`config.mk`:
```
export PLATFORM = sky130hd
export DESIGN_NAME = mem_wb_byte_bridge
export DESIGN_NICKNAME = d
export VERILOG_FILES = /design/src/rtl/mem_wb_byte_bridge.sv
export SDC_FILE = /design/constraint.sdc
export NUM_CORES = 1
export LEC_CHECK = 0
export ABC_CLOCK_PERIOD_IN_PS = 1900
export CORE_AREA = 5 5 83 124
export DETAILED_ROUTE_END_ITERATION = 12
export DIE_AREA = 0 0 88 129
export HOLD_SLACK_MARGIN = 0.06
export MAX_ROUTING_LAYER = met4
export PLACE_DENSITY_LB_ADDON = 0.12
export SLEW_MARGIN = 20
export SYNTH_ARGS = -nofsm -noshare
export SYNTH_HDL_FRONTEND = slang
export SYNTH_SLANG_ARGS = --single-unit
```
`constraint.sdc`:
```
create_clock -name clk -period 1.9 [get_ports clk]
set_input_delay 0.38 -clock clk [delete_from_list [all_inputs] [get_ports clk]]
set_output_delay 0.38 -clock clk [all_outputs]
set_load 0.05 [all_outputs]
```
`src/rtl/mem_wb_byte_bridge.sv`:
```
// mem_wb_byte_bridge
//   Wishbone classic slave that splits each 32-bit access into byte-wide
//   accesses to a 16 KB byte memory with a one-cycle registered read port.
//   Lanes are big-endian: lane k uses wb_sel_i[3-k] and data byte
//   [31-8k:24-8k] and is placed at mem_adr = {wb_adr_i[13:2], k}.
//
// Parameters
//   BASE_ADR   base of the 16 KB window (bits [31:14] significant)
//
// Ports
//   clk, rst                      clock, synchronous active-high reset
//   wb_cyc_i, wb_stb_i, wb_we_i   Wishbone cycle / strobe / write
//   wb_adr_i, wb_sel_i, wb_dat_i  byte address, lane selects, write data
//   wb_dat_o, wb_ack_o, wb_err_o  read data, acknowledge, error
//   mem_adr, mem_dat_o, mem_dat_i byte-memory address, write data, read data
//   mem_we, mem_en                byte-memory write enable, enable
//
// Build option
//   MEM_WB_BRIDGE_RANGE_CHECK_EN  when defined, requests outside the BASE_ADR
//                                 window end with a one-cycle wb_err_o and no
//                                 memory access; otherwise addresses alias on
//                                 wb_adr_i[13:0] and wb_err_o is tied low.

module mem_wb_byte_bridge #(
    parameter logic [31:0] BASE_ADR = 32'h0000_0000
) (
    input  logic        clk,
    input  logic        rst,
    input  logic        wb_cyc_i,
    input  logic        wb_stb_i,
    input  logic        wb_we_i,
    input  logic [31:0] wb_adr_i,
    input  logic [3:0]  wb_sel_i,
    input  logic [31:0] wb_dat_i,
    output logic [31:0] wb_dat_o,
    output logic        wb_ack_o,
    output logic        wb_err_o,
    output logic [13:0] mem_adr,
    output logic [7:0]  mem_dat_o,
    input  logic [7:0]  mem_dat_i,
    output logic        mem_we,
    output logic        mem_en
);

    typedef enum logic [1:0] {
        IDLE,
        ISSUE,
        CAPT,
        DONE
    } state_t;

    state_t      state, state_d;
    logic [11:0] adr_q;
    logic        we_q;
    logic [31:0] dat_q;
    logic [3:0]  rem_q;        // lanes still to issue, bit k = lane k
    logic [3:0]  rem_next;
    logic [1:0]  lane;
    logic        cap_pending;  // a read lane was issued last cycle
    logic [1:0]  cap_lane;
    logic        req;
    logic        range_err;
    logic        err_q;
    logic        unused_bits;

    assign req = wb_cyc_i & wb_stb_i;

    // Address bits outside the byte-window index are deliberately ignored.
    assign unused_bits = ^{wb_adr_i[31:14], wb_adr_i[1:0], BASE_ADR};

`ifdef MEM_WB_BRIDGE_RANGE_CHECK_EN
    assign range_err = (wb_adr_i[31:14] != BASE_ADR[31:14]);

    always_ff @(posedge clk) begin
        if (rst) begin
            err_q <= 1'b0;
        end else if (state == IDLE && req) begin
            err_q <= range_err;
        end
    end
`else
    assign range_err = 1'b0;
    assign err_q     = 1'b0;
`endif

    // Lowest pending lane is issued first (ascending k).
    always_comb begin
        lane = 2'd0;
        for (int unsigned i = 0; i < 4; i++) begin
            if (rem_q[3 - i]) begin
                lane = 2'(3 - i);
            end
        end
        rem_next = rem_q & ~(4'b0001 << lane);
    end

    always_comb begin
        state_d   = state;
        wb_ack_o  = 1'b0;
        wb_err_o  = 1'b0;
        mem_en    = 1'b0;
        mem_we    = 1'b0;
        mem_adr   = '0;
        mem_dat_o = '0;
        case (state)
            IDLE: begin
                if (req) begin
                    if (range_err || wb_sel_i == 4'b0000) begin
                        state_d = DONE;
                    end else begin
                        state_d = ISSUE;
                    end
                end
            end
            ISSUE: begin
                // Issue is gated by wb_cyc_i so an abandoned cycle
                // touches no further lanes.
                if (!wb_cyc_i) begin
                    state_d = IDLE;
                end else begin
                    mem_en  = 1'b1;
                    mem_we  = we_q;
                    mem_adr = {adr_q, lane};
                    if (we_q) begin
                        case (lane)
                            2'd0:    mem_dat_o = dat_q[31:24];
                            2'd1:    mem_dat_o = dat_q[23:16];
                            2'd2:    mem_dat_o = dat_q[15:8];
                            default: mem_dat_o = dat_q[7:0];
                        endcase
                    end
                    if (rem_next == 4'b0000) begin
                        state_d = we_q ? DONE : CAPT;
                    end
                end
            end
            CAPT: begin
                state_d = wb_cyc_i ? DONE : IDLE;
            end
            DONE: begin
                wb_ack_o = ~err_q;
                wb_err_o = err_q;
                state_d  = IDLE;
            end
            default: state_d = IDLE;
        endcase
    end

    always_ff @(posedge clk) begin
        if (rst) begin
            state       <= IDLE;
            adr_q       <= '0;
            we_q        <= 1'b0;
            dat_q       <= '0;
            rem_q       <= '0;
            cap_pending <= 1'b0;
            cap_lane    <= '0;
            wb_dat_o    <= '0;
        end else begin
            state       <= state_d;
            cap_pending <= mem_en & ~mem_we;
            cap_lane    <= lane;

            // Memory data lags its issue by one cycle; ~cap_lane == 3-k.
            if (cap_pending) begin
                wb_dat_o[{~cap_lane, 3'b000} +: 8] <= mem_dat_i;
            end

            if (state == IDLE && req) begin
                adr_q <= wb_adr_i[13:2];
                we_q  <= wb_we_i;
                dat_q <= wb_dat_i;
                rem_q <= {wb_sel_i[0], wb_sel_i[1], wb_sel_i[2], wb_sel_i[3]};
                if (!wb_we_i) begin
                    wb_dat_o <= '0;
                end
            end else if (mem_en) begin
                rem_q <= rem_next;
            end
        end
    end

endmodule

```
# [Word-level counts from Yosys, hierarchy flattened]
# Index checks and enable logic that the tools add are counted.
[totals] register_bits=86 output_inout_bits=58
[op_classes] mux=28 n_addsub=1 shifts=3 n_eq_ne=7 bitwise=6 n_reduce_logical=7
[op_table] op="$mux W32" n=3
[op_table] op="$bwmux W32" n=1
[op_table] op="$shift A8 B7 Y32 const A" n=1
[op_table] op="$shiftx A8 B7 Y32" n=1
[op_table] op="$mux W14" n=2
[op_table] op="$mux W8" n=3
[op_table] op="$pmux W8 S3" n=1
[op_table] op="$mux W2" n=9
[op_table] op="$logic_not A4 Y1" n=2
[op_table] op="$mux W4" n=2
[op_table] op="$pmux W2 S4" n=1
[op_table] op="$neg A5 Y7" n=1
[op_table] op="$eq A2 B2 Y1 const B" n=3
[op_table] op="$mux W1" n=6
[op_table] op="$and A4 B4 Y4" n=1
[op_table] op="$eq A2 B1 Y1 const B" n=2
[op_table] op="$logic_not A2 Y1" n=2
[op_table] op="$not A4 Y4" n=1
[op_table] op="$shl A1 B2 Y4 const A" n=1
[op_table] op="$ne A3 B3 Y1 const B" n=1
[op_table] op="$and A1 B1 Y1" n=2
[op_table] op="$ne A2 B2 Y1 const B" n=1
[op_table] op="$not A2 Y2" n=1
[op_table] op="$reduce_and A2 Y1" n=1
[op_table] op="other kinds (3)" n=3

# [Logic depth before layout (Yosys ltp)]
# Gate-level depths: netlist of run 1.
[depth] depth_word=11 mapped_depth=6 depth_no_buf=6

# [Least setup slack after synthesis of run 1]
# Ideal clock, no wire load.
[synth_timing] path_kind="input-to-output" start="in wb_cyc_i" end="out mem_dat_o[0]" slack_ps=-718 n_path_buf=1 arrival_ps=2238 cell_stages=5 required_ps=1520 path_cell_list="nor2b_1 > and3_1 > clkbuf_1 > o21ai_0 > a21oi_1"
[synth_between] elab_chain_cells=2
[synth_lines] item="start, declared" line="29" rtl="input logic wb_cyc_i,"
[synth_lines] item="$mux W8" line="118" rtl="if (!wb_cyc_i) begin"
[synth_lines] item="$mux W8" line="105" rtl="case (state)"
[synth_lines] item="end, declared" line="39" rtl="output logic [7:0] mem_dat_o,"
# Every way passes these cells.

# [Final worst setup path of run 1]
[layout_timing] start="reg rem_q[0]" end="out mem_dat_o[1]"
[layout_between] elab_chain_cells=6 word_cells_on_any_way=8 cone_classes="eq/ne: 2; mux: 5; reduce/logical: 1"
[layout_lines] item="start, declared" line="56" rtl="logic [3:0] rem_q;"
[layout_lines] item="start signal, assigned" line="173" rtl="rem_q <= {wb_sel_i[0], wb_sel_i[1], wb_sel_i[2], wb_sel_i[3]};"
[layout_lines] item="start signal, assigned" line="178" rtl="rem_q <= rem_next;"
[layout_lines] item="$mux W2 *" line="90" rtl="if (rem_q[3 - i]) begin"
[layout_lines] item="$eq A2 B2 Y1 (tied with other cells)" line="125" rtl="case (lane)"
[layout_lines] item="$pmux W8 S3 *" line="125"
[layout_lines] item="$mux W8 *" line="124" rtl="if (we_q) begin"
[layout_lines] item="$mux W8 *" line="118"
[layout_lines] item="$mux W8 *" line="105"
# Every way passes the cells marked *; elsewhere a longest branch is shown, timed or not.

==> impl_metrics.csv, run 1 <==
group,metric,value,unit
synthesis,synth.most_common_cell,"nand2_1",
power_and_ir_drop,p_clk_frac,0.429,
clock_tree,cts_root_buf,"clkbuf_16",
die,fp.dieH,129,um
timing,min_period,2.12,ns
finish,fin_nets,657,
grt,grt_start_max_net_pins,54,
synthesis,synth_fp_nets,524,
synthesis,ys_top_cells_by_area,"dfxtp_1 (49%), nand2_1 (11%), a21oi_1 (8.6%)",
clock_tree,cts_tree,"built",
die,dieArea,0.0114,mm^2
grt,gr-total-overflow,0,
finish,layout.cells.non_filler,688,
timing,tightest_slew,0.572,ns
hold_path,holdCritStartpoint,"adr_q[5]",
timing,slew_violations,0,
timing,clock.fmax,471,MHz
finish,antennaDiodeCount,0,
routing,wirelength,10700,um
power_and_ir_drop,power,4.33,mW
power_and_ir_drop,internal_power,3.32,mW
finish,drive_above_1_share,0.229,
setup_path,cp.required,1.52,ns
timing,finalWorstSetupSlack,-0.224,ns
die,core,0.00909,mm^2
power_and_ir_drop,p_leak,2.18,nW
timing,timing.final.crit_share,1.12,
synthesis,synth_seq_cells,86,
synthesis,netlist_instances,438,
setup_path,startpoint,"rem_q[0]",
grt,grt_usage,0.197,
routing,vias,3524,
timing,setup_viol,8,
finish,syn2layout_area_growth,63.2,%
timing,setup_tns,-1.66,ns
clock_tree,htreeDepth,3,
routing,viasPerCell,5.12,
synthesis,synthTopCellsByCount,"nand2_1 (103), dfxtp_1 (86), a21oi_1 (61)",
power_and_ir_drop,seq_power_share,0.441,
synthesis,syn_area_per_cell,8.08,um^2
grt,grt_pass1_wl,16800,um
setup_path,cp.arrival,1.74,ns
synthesis,synth_edf_count,0,
setup_path,path_max_fanout,9,
setup_path,worstSetupEndpointType,"primary output",
die,floorplan.initialDensity,0.389,
flow_run,maxCapViolCount,0,
clock_tree,insertion_delay,0.34,ns
place,dp.final_hpwl,7810,um
power_and_ir_drop,combinationalPowerShare,0.130,
synthesis,ys_seq_area_frac,0.487,
power_and_ir_drop,peakVddDrop,0.630,mV
place,placedCellCount,666,
synthesis,ys.flop_type,"dfxtp_1",
synthesis,netlist.top_cell.by_area,"dfxtp_1",
setup_path,r2r_start,"cap_lane[0]",
setup_path,critPathKind,"reg2out",
die,die_width,88,um
die,num_rows,43,
setup_path,startpoint_type,"flop",
routing,wire_per_inst,15.6,um
synthesis,async_flop_share,0,
timing,relSlewSlack,0.619,
timing,grt_setup_unrepaired,"true",
setup_path,r2r_slack,0.23,ns
synthesis,ys_warn_count,0,
place,gp_congestion,0.839,
clock_tree,hold_buffers,0,
outcome,violations,"setup timing",
grt,antenna_found_initial,0,
routing,first_pass_iters,4,
timing,finalHoldViolations,0,
timing,fin_skew,0.00480,ns
place,port-buffer-count,117,
place,place_ws,-0.387,ns
hold_path,hold_path_class,"reg2reg",
clock_tree,cts.clk_slew.worst_paths,0.06,ns
synthesis,synth_top_area_frac,0.487,
synthesis,ys_types,38,
synthesis,synth_area,0.00354,mm^2
routing,drcViolationCount,0,
power_and_ir_drop,switchingPower,1.01,mW
clock_tree,cts.sinks,86,
grt,grt_pass1_vias,3476,
routing,drtAntennaViolNets,0,
clock_tree,numCtsBuffers,9,
outcome,status,"complete, but fails checks",
power_and_ir_drop,power_density,749,mW/mm^2
power_and_ir_drop,switching_share,0.233,
clock_tree,max-clock-path-buffers,2,
routing,drtIter0Drc,195,
die,pin_count,139,
## cell usage in the layout, fill, tap and decap left out, types with 2 or more instances in the layout
master             n
a211oi_1           3
inv_2              2
clkinv_2           2
dfxtp_1           86
clkbuf_1           2
o21ai_2            5
o21ai_4            3
buf_4             39
nand2_1          102
buf_12            27
and2_2             8
a21oi_4            6
o22ai_2            2
a22oi_1           35
dlymetal6s2s_1     4
bufinv_16          2
dlygate4sd2_1      2
and2_4             4
o21ai_1            2
clkdlybuf4s50_1   74
nor3_1             6
nor4b_4            2
o22ai_1            6
buf_6              3
nor2_1            41
a21oi_1           54
inv_1             10
nor2_2             2
clkbuf_16          9
ha_1               5
## critical path: stages, from the launching register on
cell and delay [ns]:
dfxtp_1 0.31, or4b_4 0.55, buf_8 0.17, o21ai_4 0.16, a21oi_4 0.06, buf_12 0.16
## final timing paths
| kind | end | cells after the start |
|---|---|---|
| worst max-delay path | mem_dat_o[1] | 5 |
| worst min-delay path | adr_q[5] | 2 |
| worst max register to register | wb_dat_o[13] | 6 |
| worst min register to register | adr_q[5] | 2 |
## power groups by stage
stage	Sequential (mW)	Clock [mW]	Combinational, mW
6_report	1.91	1.86	0.564
4_1_cts	1.90	1.90	0.552
3_3_place_gp	1.94	0	0.531
3_5_place_dp	1.94	0	0.538
2_1_floorplan	1.94	0	0.268
5_1_grt	1.91	1.97	0.611
## area by class of cell
type                            count  area [um^2]
Fill cell                         779         3320
Multi-Input combinational cell    311         1860
Sequential cell                    86         1720
Timing Repair Buffer              151         1700
Clock buffer                       12          246
Tap cell                          112          140
Clock inverter                      4         70.1
Inverter                           12         45.0
## repair_timing
action                     CTS  global route
setup buffers                0             5
setup endpoints to repair   25            35
cloned                       1             0
resized for setup           30            18
## stage by stage
step | hold slack, ns | area (um^2) | utilization
2_1_floorplan | 0.432 | 3640 | -
3_3_place_gp | 0.438 | 5270 | 0.580
3_5_place_dp | 0.447 | 5270 | 0.580
4_1_cts | 0.455 | 5670 | 0.624
5_1_grt | 0.477 | 5780 | 0.635
6_report | 0.452 | 5780 | 0.635
## logic make-up (layout without fill, tap and decap cells)
logic type      count (synthesis)  in the layout  synth area share
compound gates                123            123             0.209
fa+ha+maj                       5              5            0.0177
buf+inv                        41            179            0.0523
flops                          86             86             0.487
mux                             1              1           0.00318
other cells                     1              1           0.00106
simple gates                  181            181             0.231
## registers in the layout, indices dropped and copies added (netlist names)
register and count:
cap_lane 2, cap_pending 1, adr_q 12, dat_q 32, wb_dat_o 32, we_q 1, rem_q 4, state 2
## layer usage
layer,up-vias,wire length [um],global-route usage
li1,1750,-,-
met1,1647,4030,0.208
met2,110,5740,0.348
met3,17,735,0.0468
met4,0,221,0.0795
met5,-,0,-
No activity file was read; power rests on OpenSTA's default activity.
==> run 2: changes to the inputs <==
--- a/config.mk
+++ b/config.mk
@@ -5,10 +5,11 @@
 export SDC_FILE = /design/constraint.sdc
 export NUM_CORES = 1
 export LEC_CHECK = 0
-export ABC_CLOCK_PERIOD_IN_PS = 1900
-export CORE_AREA = 5 5 83 124
+export ABC_AREA = 1
+export ABC_CLOCK_PERIOD_IN_PS = 2300
+export CORE_AREA = 5 5 87 129
 export DETAILED_ROUTE_END_ITERATION = 12
-export DIE_AREA = 0 0 88 129
+export DIE_AREA = 0 0 92 134
 export HOLD_SLACK_MARGIN = 0.06
 export MAX_ROUTING_LAYER = met4
 export PLACE_DENSITY_LB_ADDON = 0.12
==> constraint.sdc (replaced) <==
create_clock -name clk -period 2.3 [get_ports clk]
set_input_delay 0.46 -clock clk [delete_from_list [all_inputs] [get_ports clk]]
set_output_delay 0.46 -clock clk [all_outputs]
set_load 0.05 [all_outputs]
==> run 2 against run 1 <==
The run now ends clean; total power is 15% lower; via count up 8.8%; critical path depth up 3; combinational power rose by 1%; first-iteration DRC count fell by 2.1%; clock skew increased by 0.0011 ns; cell count up 12%; flip-flop and latch count unchanged; die area rose by 8.6%; sequential share of layout area decreased by 0.082 points; global-route usage is 1.2 points lower; largest power group unchanged; highest routed layer unchanged.
==> impl_metrics.csv, run 2 <==
group,metric,value,unit
die,num_rows,45,
clock_tree,max-clock-path-buffers,2,
power_and_ir_drop,power,3.68,mW
setup_path,critical_path_buf_inv_count,4,
setup_path,path_max_fanout,11,
synthesis,synth_seq_cells,86,
timing,tightest_slew,0.563,ns
finish,syn2layout_area_growth,49.6,%
finish,antennaDiodeCount,0,
clock_tree,cts_tree,"built",
synthesis,netlist.top_cell.by_area,"dfxtp_1",
grt,grt_pass1_vias,3650,
die,dieArea,0.0123,mm^2
finish,reg.largest.list,"dat_q: 32 flops, wb_dat_o: 32 flops, adr_q: 12 flops",
timing,slew_violations,0,
setup_path,critPathMaxStageDelay,0.39,ns
finish,regArea,0.00173,mm^2
synthesis,ys_top_cells_by_area,"dfxtp_1 (44%), nor2_1 (9.3%), nand2_1 (7.0%)",
setup_path,cp_cell_sequence,"nor2_8 -> nand2_4 -> buf_6 -> o21ai_0 -> inv_1 -> nand2_2 -> clkinvlp_4 -> buf_12",
synthesis,ys_seq_area_frac,0.443,
synthesis,async_flop_share,0,
finish,fin_nets,735,
clock_tree,numCtsBuffers,9,
finish,final_common_cell,"nor2_1",
routing,drtIter0Drc,191,
timing,timing.final.crit_share,0.970,
place,port-buffer-count,117,
die,floorplan.initialDensity,0.388,
place,place_ws,-0.200,ns
setup_path,cp_slowest_cell,"dfxtp_2",
synthesis,synth_area,0.00389,mm^2
timing,min_period,2.23,ns
routing,wire_per_inst,14.6,um
routing,first_pass_iters,4,
power_and_ir_drop,power_density,633,mW/mm^2
place,dp.final_hpwl,8040,um
power_and_ir_drop,peakVddDrop,0.373,mV
die,core,0.0100,mm^2
routing,drtAntennaViolNets,0,
routing,drcViolationCount,0,
timing,setup_viol,0,
die,die_width,92,um
clock_tree,cts.sinks,86,
flow_run,maxCapViolCount,0,
clock_tree,insertion_delay,0.34,ns
finish,drive_above_1_share,0.145,
timing,clock.fmax,448,MHz
synthesis,synth_edf_count,0,
die,pin_count,139,
synthesis,synth.most_common_cell,"nor2_1",
setup_path,cp.arrival,1.77,ns
timing,hold_ws,0.450,ns
die,fp.dieH,134,um
grt,gr-total-overflow,0,
grt,antenna_found_initial,0,
place,gp_congestion,0.835,
finish,num-fill-cells,940,
synthesis,ys_types,33,
setup_path,startpoint_type,"flop",
synthesis,netlist_instances,528,
synthesis,synthTopCellsByCount,"nor2_1 (96), dfxtp_1 (86), nand2_1 (72)",
setup_path,critPathKind,"reg2out",
outcome,status,"complete, no violations",
timing,fin_skew,0.00592,ns
synthesis,syn_area_per_cell,7.36,um^2
timing,finalWorstSetupSlack,0.0700,ns
grt,grt_start_max_net_pins,38,
clock_tree,cts.clk_slew.worst_paths,0.06,ns
synthesis,ys_warn_count,0,
timing,finalHoldViolations,0,
grt,grt_usage,0.186,
clock_tree,hold_buffers,0,
place,placed_cell_area,0.00539,mm^2
setup_path,worstSetupEndpointType,"primary output",
finish,layout_common_cells,"nor2_1 (94), clkdlybuf4s50_1 (92), dfxtp_1 (82), nand2_1 (67), inv_1 (49)",
hold_path,hold_path_class,"reg2reg",
routing,vias,3835,
power_and_ir_drop,p_leak,2.36,nW
timing,relSlewSlack,0.623,
synthesis,synth_top_area_frac,0.443,
synthesis,ys.flop_type,"dfxtp_1",
setup_path,critical-path-top-delay-family,"buffers and inverters",
routing,viasPerCell,4.97,
clock_tree,htreeDepth,3,
setup_path,cp.required,1.84,ns
clock_tree,cts_root_buf,"clkbuf_16",
synthesis,synth_fp_nets,614,
finish,utilization,0.580,
grt,grt_pass1_wl,17800,um
finish,design_area,0.00582,mm^2
routing,wirelength,11300,um
finish,multi_input_area,0.00180,mm^2
-- run 2: cell types whose count changed in the layout (fill, tap and decap cells not counted), moves of 12 or more --
| cell | before | now |
|---|---|---|
| clkdlybuf4s50_1 | 74 | 92 |
| a22oi_1 | 35 | 8 |
| a21oi_1 | 54 | 42 |
| nor2_1 | 41 | 94 |
| buf_4 | 39 | 13 |
| o21ai_0 | 1 | 48 |
| nand2_1 | 102 | 67 |
| nand3_1 | 0 | 42 |
| inv_1 | 10 | 49 |
-- run 2: layout make-up --
cell class | count | area share
Sequential cell | 86 | 0.297
Clock buffer | 10 | 0.0411
Inverter | 61 | 0.0447
Clock inverter | 6 | 0.0116
Timing Repair Buffer | 134 | 0.270
Tap cell | 117 | 0.0252
Multi-Input combinational cell | 357 | 0.310
-- run 2: what timing repair did --
| action | CTS | global route |
|---|---|---|
| endpoints found under the setup margin | 19 | 7 |
| cloned | 1 | 1 |
| gates resized for setup | 5 | 14 |
| buffers inserted | 3 | 4 |
| hold endpoints to repair | 0 | 0 |
| pin swaps | 3 | 0 |
-- run 2: tightest hold or removal path, delay by kind of cell, from the launching register on --
family | cells | cell delay (ns)
flip-flops | 1 | 0.30
AO/OA/AOI/OAI | 1 | 0.05
buffers and inverters | 1 | 0.06
-- run 2: metrics by stage --
stage	TNS, ns	std cells
after global routing	-0.0175	771
final	0	771
after global placement	-1.08	746
after floorplan	-0.575	528
after CTS	0	766
after detailed placement	-1.45	746
-- run 2: metal layers --
metal	GRT usage	routed length, um	vias up
li1	-	-	1949
met1	0.196	4430	1748
met2	0.337	6070	120
met3	0.0393	519	18
met4	0.0686	252	0
met5	-	0	-
-- run 2: kinds of logic (layout without fill, tap and decap cells) --
| family | Yosys count | count (layout) | share of synthesized area |
|---|---|---|---|
| AND/OR/NAND/NOR | 239 | 240 | 0.278 |
| AO/OA/AOI/OAI | 110 | 111 | 0.157 |
| buffers and inverters | 87 | 211 | 0.105 |
| flip-flops | 86 | 86 | 0.443 |
| adder cells (fa/ha/maj) | 5 | 5 | 0.0161 |
| other | 1 | 1 | 0.000965 |
-- run 2: path summary, 6_finish.rpt --
kind,start,cells past startpoint,slack (ns),endpoint
worst max-delay path,rem_q[0],8,0.07,mem_dat_o[4]
worst min-delay path,adr_q[11],2,0.45,adr_q[11]
worst max register to register,cap_lane[0],6,0.44,wb_dat_o[12]
worst min register to register,adr_q[11],2,0.45,adr_q[11]
-- run 2: report_power, final --
group	leakage (nW)	switching (mW)	internal, mW
registers	0.703	0.0485	1.57
logic	1.51	0.330	0.242
clock network	0.145	0.615	0.877
